==> src/rtl/register_mode_cfg_ctrl.sv <==
// Configuration controller for a bank of RegisterMode slots: round-robin arbitration of two
// requesters, per-slot mode registers, one-cycle config_we strobes and read-back responses.
module register_mode_cfg_ctrl #(
  parameter int unsigned NUM_REGS = 4,
  parameter int unsigned WIDTH    = 4,
  parameter int unsigned ADDR_W   = 2
) (
  input  logic                        CLK,
  input  logic                        RESETN,
  input  logic                        req_valid_0,
  output logic                        req_ready_0,
  input  logic                        req_write_0,
  input  logic [ADDR_W:0]             req_addr_0,
  input  logic [WIDTH-1:0]            req_data_0,
  output logic                        resp_valid_0,
  input  logic                        resp_ready_0,
  output logic [WIDTH-1:0]            resp_data_0,
  input  logic                        req_valid_1,
  output logic                        req_ready_1,
  input  logic                        req_write_1,
  input  logic [ADDR_W:0]             req_addr_1,
  input  logic [WIDTH-1:0]            req_data_1,
  output logic                        resp_valid_1,
  input  logic                        resp_ready_1,
  output logic [WIDTH-1:0]            resp_data_1,
  input  logic                        run_en,
  input  logic [NUM_REGS*WIDTH-1:0]   reg_value,
  output logic [2*NUM_REGS-1:0]       mode,
  output logic [NUM_REGS-1:0]         config_we,
  output logic [WIDTH-1:0]            config_data,
  output logic                        clk_en
);

  typedef enum logic [1:0] {
    IDLE = 2'd0,
    EXEC = 2'd1,
    RESP = 2'd2
  } state_t;

  state_t state, state_nxt;

  logic              last_grant;
  logic              grant_0, grant_1;
  logic              hs, hs_port;
  logic              sel_write;
  logic [ADDR_W:0]   sel_addr;
  logic [WIDTH-1:0]  sel_data;

  logic              cur_port, cur_write;
  logic [ADDR_W:0]   cur_addr;
  logic [WIDTH-1:0]  cur_data;
  logic [ADDR_W-1:0] cur_slot;
  logic              cur_is_mode;

  logic [NUM_REGS-1:0] slot_sel;
  logic [WIDTH-1:0]    rd_value;
  logic [1:0]          rd_mode;
  logic [WIDTH-1:0]    resp_nxt;
  logic                data_wr;
  logic                resp_take;

  assign cur_slot    = cur_addr[ADDR_W-1:0];
  assign cur_is_mode = cur_addr[ADDR_W];

  // Round-robin: on a tie the port not served last wins.
  always_comb begin
    grant_0 = 1'b0;
    grant_1 = 1'b0;
    if (req_valid_0 && req_valid_1) begin
      grant_0 = last_grant;
      grant_1 = !last_grant;
    end else begin
      grant_0 = req_valid_0;
      grant_1 = req_valid_1;
    end
  end

  assign hs        = req_ready_0 || req_ready_1;
  assign hs_port   = req_ready_1;
  assign sel_write = hs_port ? req_write_1 : req_write_0;
  assign sel_addr  = hs_port ? req_addr_1  : req_addr_0;
  assign sel_data  = hs_port ? req_data_1  : req_data_0;

  // Slot decode; an out-of-range slot selects nothing and reads back zero.
  always_comb begin
    slot_sel = '0;
    rd_value = '0;
    rd_mode  = '0;
    for (int unsigned s = 0; s < NUM_REGS; s++) begin
      if (cur_slot == ADDR_W'(s)) begin
        slot_sel[s] = 1'b1;
        rd_value    = reg_value[s*WIDTH +: WIDTH];
        rd_mode     = mode[2*s +: 2];
      end
    end
  end

  assign resp_nxt  = cur_write ? cur_data : (cur_is_mode ? WIDTH'(rd_mode) : rd_value);
  assign data_wr   = (state == EXEC) && cur_write && !cur_is_mode;
  assign resp_take = cur_port ? resp_ready_1 : resp_ready_0;

  always_ff @(posedge CLK) begin
    if (!RESETN) state <= IDLE;
    else         state <= state_nxt;
  end

  always_comb begin
    state_nxt   = state;
    req_ready_0 = 1'b0;
    req_ready_1 = 1'b0;
    config_we   = '0;
    clk_en      = RESETN && run_en && !data_wr;
    unique case (state)
      IDLE: begin
        req_ready_0 = RESETN && grant_0;
        req_ready_1 = RESETN && grant_1;
        if (RESETN && (grant_0 || grant_1)) state_nxt = EXEC;
      end
      EXEC: begin
        if (data_wr && RESETN) config_we = slot_sel;
        state_nxt = RESP;
      end
      RESP: begin
        if (resp_take) state_nxt = IDLE;
      end
      default: state_nxt = IDLE;
    endcase
  end

  // Request capture, mode registers and per-port response registers.
  always_ff @(posedge CLK) begin
    if (!RESETN) begin
      last_grant   <= 1'b1;
      cur_port     <= 1'b0;
      cur_write    <= 1'b0;
      cur_addr     <= '0;
      cur_data     <= '0;
      config_data  <= '0;
      mode         <= '0;
      resp_valid_0 <= 1'b0;
      resp_valid_1 <= 1'b0;
      resp_data_0  <= '0;
      resp_data_1  <= '0;
    end else begin
      if (hs) begin
        last_grant <= hs_port;
        cur_port   <= hs_port;
        cur_write  <= sel_write;
        cur_addr   <= sel_addr;
        cur_data   <= sel_data;
        if (sel_write && !sel_addr[ADDR_W]) config_data <= sel_data;
      end
      if (state == EXEC) begin
        if (cur_port) begin
          resp_valid_1 <= 1'b1;
          resp_data_1  <= resp_nxt;
        end else begin
          resp_valid_0 <= 1'b1;
          resp_data_0  <= resp_nxt;
        end
        if (cur_write && cur_is_mode) begin
          for (int unsigned s = 0; s < NUM_REGS; s++) begin
            if (slot_sel[s]) mode[2*s +: 2] <= cur_data[1:0];
          end
        end
      end
      if ((state == RESP) && resp_take) begin
        if (cur_port) resp_valid_1 <= 1'b0;
        else          resp_valid_0 <= 1'b0;
      end
    end
  end

endmodule

==> config.mk <==
export PLATFORM = sky130hd
export DESIGN_NAME = register_mode_cfg_ctrl
export DESIGN_NICKNAME = d
export VERILOG_FILES = /design/src/rtl/register_mode_cfg_ctrl.sv
export SDC_FILE = /design/constraint.sdc
export NUM_CORES = 1
export LEC_CHECK = 0
export ABC_CLOCK_PERIOD_IN_PS = 3900
export CAP_MARGIN = 20
export CORE_ASPECT_RATIO = 0.6
export CORE_UTILIZATION = 46
export CTS_CLUSTER_DIAMETER = 40
export CTS_CLUSTER_SIZE = 12
export DETAILED_ROUTE_END_ITERATION = 16
export PLACE_DENSITY = 0.83
export SYNTH_ARGS = -nofsm -noshare
export SYNTH_HDL_FRONTEND = slang
export SYNTH_SLANG_ARGS = --single-unit
export TNS_END_PERCENT = 100
==> constraint.sdc <==
create_clock -name CLK -period 3.9 [get_ports CLK]
set_clock_uncertainty 0.1 [all_clocks]
set_input_delay 0.78 -clock CLK [delete_from_list [all_inputs] [get_ports CLK]]
set_output_delay 0.78 -clock CLK [all_outputs]
set_load 0.02 [all_outputs]
==> flow_summary_export.csv, run 1 <==
group,metric,value,unit
sta,setup_viol,0,
cells_and_area,design_area,2466,µm²
cells_and_area,area_delta_synth_final,43.97,%
worst_hold_path,hp-class,"reg2reg",
global_routing,grt_pass1_wl,7693,µm
worst_setup_path,end_kind,"output port",
sta,hold_violations,0,
floorplanning,row_count,16,
cts,cts_max_level,2,
floorplanning,die_w,80.78,µm
synth,yosys-top-cells-area,"dfxtp_1 (40%), mux4_1 (7.7%), mux2i_1 (7.6%)",
synth,netlist_area,1713,µm²
cts,path_clk_slew,0.07,ns
sta,slew_headroom,0.6244,
worst_setup_path,r2r-end,"resp_data_0[0]$_SDFFE_PN0P_",
cts,clock_sinks,34,
worst_setup_path,criticalPathCategory,"in2out",
cells_and_area,diodes,0,
cts,ctsResizeCount,0,
cts,hold_buffers,0,
synth,ys_ff_latch,34,
sta,finalSetupTns,0,ns
cts,post-cts-setup-buffers,0,
cells_and_area,fill_cells,270,
cts,clock_latency,0.29,ns
cts,root_buffer,"clkbuf_8",
drt,drtIter0Drc,161,
drt,wl_per_cell,16.46,µm
synth,async_reset_ff_frac,0,
placement,gp_congestion,0.8310,
synth,syn_avg_cell_area,9.160,µm²
worst_setup_path,path_max_fanout,4,
synth,ys_warn_count,0,
sta,period_minus_slack,3.408,ns
synth,synth_edf_count,0,
synth,synthFlopType,"dfxtp_1",
drt,vias_per_cell,5.795,
floorplanning,ios,68,
drt,ant_nets,0,
placement,portBuffers,67,
power,leakagePower,0.9304,nW
cells_and_area,fin_nets,291,
cells_and_area,final_cell_mix,"clkdlybuf4s50_1 (67), dfxtp_1 (34), nand2_1 (21), a21oi_1 (21), o21ai_0 (21)",
cells_and_area,final_core_util,0.7246,
cells_and_area,regArea,680.7,µm²
power,power_density,329.7,nW/µm²
power,vdd_ir_drop_max,0.1746,mV
worst_setup_path,cp.arrival,2.53,ns
worst_hold_path,hold-path-cell-count,2,
global_routing,grt_overflow,0,
global_routing,antenna_found_initial,0,
synth,postSynthCellCount,187,
worst_setup_path,r2r_cells,3,
sta,slew_viol_final,0,
drt,drc_errors,0,
worst_setup_path,rrSetupSlack,1.90,ns
cells_and_area,drive_gt1_frac,0.05556,
cells_and_area,multi_input_area,948.4,µm²
drt,routed_wirelength,4888,µm
placement,placed_area,2390,µm²
power,total_power,0.8131,mW
floorplanning,die_area,3980,µm²
sta,fin_crit_sh,0.8738,
floorplanning,fp.dieH,49.27,µm
sta,worst_pin_slew,0.5626,ns
floorplanning,start_util,0.5033,
cts,cts_buffer_depth,2,
drt,dr.pass1.iters,5,
floorplanning,core,3403,µm²
worst_setup_path,critPathLaunchType,"primary input",
synth,synth_top_cell_area_share,0.3974,
placement,post-place-ws,0.5271,ns
worst_setup_path,rr_startpoint,"cur_addr[0]$_SDFFE_PN0P_",
synth,synth_top_area_cell,"dfxtp_1",
run_status,status,"complete, no violations",
cts,cts_tree,"built",
placement,hpwlAfterDp,3512,µm
global_routing,grt_max_degree,26,
drt,num_vias,1721,
worst_setup_path,crit_required,3.02,ns
worst_hold_path,min_to,"mode[4]$_SDFFE_PN0P_",
global_routing,grt_usage,0.2619,
global_routing,grt_pass1_vias,1559,
cts,cts_buffers,5,
sta,fin_ws,0.4922,ns
worst_hold_path,hp-start,"mode[4]$_SDFFE_PN0P_",
synth,synth_nets,226,
synth,synthDistinctLibCells,33,
cells_and_area,final_common_cell,"clkdlybuf4s50_1",
sta,clock.fmax,0.2934,GHz
flow_run,drv_cap,0,
sta,rsz0062_at_grt,"no",
synth,seq_area_frac_synth,0.3974,
## Yosys cell counts (2+ instances only)
cell type,number
mux2i_1,13
a31oi_1,5
nor2_1,11
nand2_1,21
o21ai_0,21
nor3_1,3
nand2b_1,3
inv_1,4
and2_1,3
dfxtp_1,34
buf_4,4
mux4_1,5
and3_1,2
clkbuf_1,5
a311oi_1,4
nand3_1,4
nand4_1,5
a21oi_1,21
nand3b_1,2
o221ai_1,4
## per-stage QoR
step | cells | hold WS, ns
CTS | 297 | 0.3974
floorplan | 187 | 0.3689
detailed placement | 290 | 0.3804
global placement | 290 | 0.3675
finish | 297 | 0.3958
global route | 297 | 0.4119
## worst max-delay path, stage by stage
cell	delay, ns
clkdlybuf4s50_1	0.58
nand4_1	0.27
nor3b_1	0.26
clkdlybuf4s50_1	0.64
## power breakdown
group	internal [mW]	switching, mW
Sequential	0.367	0.0304
Combinational	0.0927	0.0795
Clock	0.123	0.120
Total	0.583	0.230
## worst max path at each step
stage / startpoint / end
floorplan: RESETN / config_we[2]
global placement: RESETN / config_we[2]
detailed placement: RESETN / config_we[2]
CTS: RESETN / config_we[2]
global route: RESETN / req_ready_1
finish: RESETN / config_we[2]
## registers in the layout, summed over array words and instances, names as in the netlist, named ones only
signal / cells
mode: 8
config_data: 4
cur_data: 4
resp_data_0: 4
resp_data_1: 4
cur_addr: 3
state: 2
cur_port: 1
cur_write: 1
last_grant: 1
## cell families (layout without fill, tap and decap cells)
| family | count (synthesis) | in the layout | synth area share |
|---|---|---|---|
| compound gates | 57 | 57 | 0.1936 |
| buf+inv | 16 | 81 | 0.04893 |
| mux | 20 | 20 | 0.1738 |
| flops | 34 | 34 | 0.3974 |
| simple gates | 60 | 60 | 0.1863 |
## cell type report
class / instances / share of cell area
Multi-Input combinational cell: 137 / 0.3846
Timing Repair Buffer: 69 / 0.2780
Sequential cell: 34 / 0.2760
Clock buffer: 7 / 0.03095
Tap cell: 45 / 0.02283
Inverter: 5 / 0.007610
## per-layer routing
| layer | GRT usage | wire (µm) | share of wire |
|---|---|---|---|
| met1 | 0.3767 | 2221 | 0.45 |
| met2 | 0.3630 | 2066 | 0.42 |
| met3 | 0.08411 | 533 | 0.11 |
| met4 | 0.09226 | 66 | 0.014 |
| met5 | 0 | 0 | 0 |
No activity file was read; power rests on OpenSTA's default activity.
==> run 2: changes to the inputs <==
Settings changed: CORE_UTILIZATION 46 to 35, PLACE_DENSITY 0.83 to 0.66.
==> run 2 against run 1 <==
Against the previous run: cell count up 6.1%; total power about the same; flip-flop and latch count unchanged; combinational power about the same; register-to-register slack about the same.
==> flow_summary_export.csv, run 2 (same netlist as run 1, synthesis figures left out) <==
group,metric,value,unit
run_status,status,"complete, no violations",
power,power_density,326.5,nW/µm²
floorplanning,fp.dieH,56.19,µm
drt,route.met2.wl,1875,µm
drt,num_vias,1646,
floorplanning,row_count,19,
placement,hpwlAfterDp,3576,µm
drt,dr.pass1.iters,4,
cts,cts_max_level,2,
power,p_clk_frac,0.302,
worst_setup_path,criticalPathCategory,"in2out",
global_routing,grt_usage,0.1909,
drt,top_layer,"met3",
sta,rsz0062_at_grt,"no",
placement,gp_congestion,0.7967,
cells_and_area,final_common_cell,"clkdlybuf4s50_1",
floorplanning,die_w,92.32,µm
sta,period_minus_slack,3.497,ns
drt,routed_wirelength,4733,µm
sta,setup_viol,0,
power,vdd_ir_drop_max,0.1673,mV
worst_setup_path,path_max_fanout,7,
power,intPower,0.5829,mW
global_routing,antenna_found_initial,0,
worst_setup_path,crit_required,3.02,ns
cts,clock_latency,0.28,ns
worst_hold_path,hp-class,"reg2reg",
global_routing,grt_pass1_wl,7514,µm
sta,slew_viol_final,0,
cells_and_area,diodes,0,
sta,worst_pin_slew,0.5614,ns
cells_and_area,top_register,"mode",
cells_and_area,area_delta_synth_final,45.29,%
cts,hold_buffers,0,
global_routing,grt_pass1_vias,1525,
sta,fin_ws,0.4030,ns
drt,ant_nets,0,
drt,drc_errors,0,
drt,drtIter0Drc,90,
cts,cts_buffer_depth,2,
worst_setup_path,critPathLaunchType,"primary input",
placement,post-place-ws,0.4244,ns
cells_and_area,largest_reg_flops,8,
sta,slew_headroom,0.6252,
floorplanning,start_util,0.3695,
global_routing,grt_max_degree,26,
drt,wl_per_cell,15.03,µm
sta,finalSetupTns,0,ns
drt,wl_met3,396,µm
power,pwr-share-seq,0.490,
drt,wl_met1,2461,µm
floorplanning,die_area,5187,µm²
sta,whs,0.3920,ns
power,p_sw,0.2297,mW
floorplanning,core,4636,µm²
flow_run,drv_cap,0,
sta,fin_crit_sh,0.8967,
cts,cts_tree,"built",
drt,vias_per_cell,5.225,
cts,cts_buffers,5,
power,swShare,0.2827,
cts,ctsResizeCount,0,
cts,path_clk_slew,0.06,ns
power,pwr-share-comb,0.208,
sta,clock.fmax,0.2860,GHz
cts,root_buffer,"clkbuf_8",
cells_and_area,final_core_util,0.5368,
cts,post-cts-setup-buffers,0,
floorplanning,ios,68,
cells_and_area,fin_nets,291,
cells_and_area,final_cell_mix,"clkdlybuf4s50_1 (67), dfxtp_1 (34), nand2_1 (21), a21oi_1 (21), o21ai_0 (21)",
placement,portBuffers,67,
worst_setup_path,end_kind,"output port",
sta,hold_violations,0,
power,total_power,0.8127,mW
worst_setup_path,cp.arrival,2.62,ns
cells_and_area,drive_gt1_frac,0.05556,
cts,clock_sinks,34,
global_routing,grt_overflow,0,
power,leakagePower,0.9304,nW
[run 2: per-stage QoR]
step                      cell area [µm²]  instances
after global placement               2412        308
after global routing                 2489        315
after detailed placement             2412        308
final                                2489        315
after floorplan                      1713        187
after CTS                            2489        315
[run 2: critical path, stage by stage]
cell             delay, ns
clkdlybuf4s50_1       0.64
nand4_1               0.30
nor3b_1               0.26
clkdlybuf4s50_1       0.63
[run 2: power by group through the flow]
stage | logic [mW] | registers [mW] | clock network [mW]
5_1_grt | 0.183 | 0.402 | 0.266
3_5_place_dp | 0.168 | 0.406 | 0
3_3_place_gp | 0.169 | 0.406 | 0
6_report | 0.169 | 0.398 | 0.245
4_1_cts | 0.170 | 0.398 | 0.249
2_1_floorplan | 0.0945 | 0.401 | 0
[run 2: worst paths after layout]
path,cells past startpoint,end,start,slack (ns)
worst max-delay path,4,config_we[2],RESETN,0.40
worst min-delay path,2,mode[4]$_SDFFE_PN0P_,mode[4]$_SDFFE_PN0P_,0.39
worst max register to register,3,resp_data_0[0]$_SDFFE_PN0P_,cur_addr[0]$_SDFFE_PN0P_,1.91
worst min register to register,2,mode[4]$_SDFFE_PN0P_,mode[4]$_SDFFE_PN0P_,0.39
[run 2: layout make-up]
class                           count  area, µm²
Clock buffer                        7      76.32
Fill cell                         435       2147
Inverter                            5      18.77
Multi-Input combinational cell    137      948.4
Sequential cell                    34      680.7
Tap cell                           63      78.83
Timing Repair Buffer               69      685.7
[run 2: metal layers]
metal	vias up	global-route usage
li1	818	-
met1	768	0.2941
met2	60	0.2561
met3	0	0.05464
met4	0	0.04688
met5	-	0
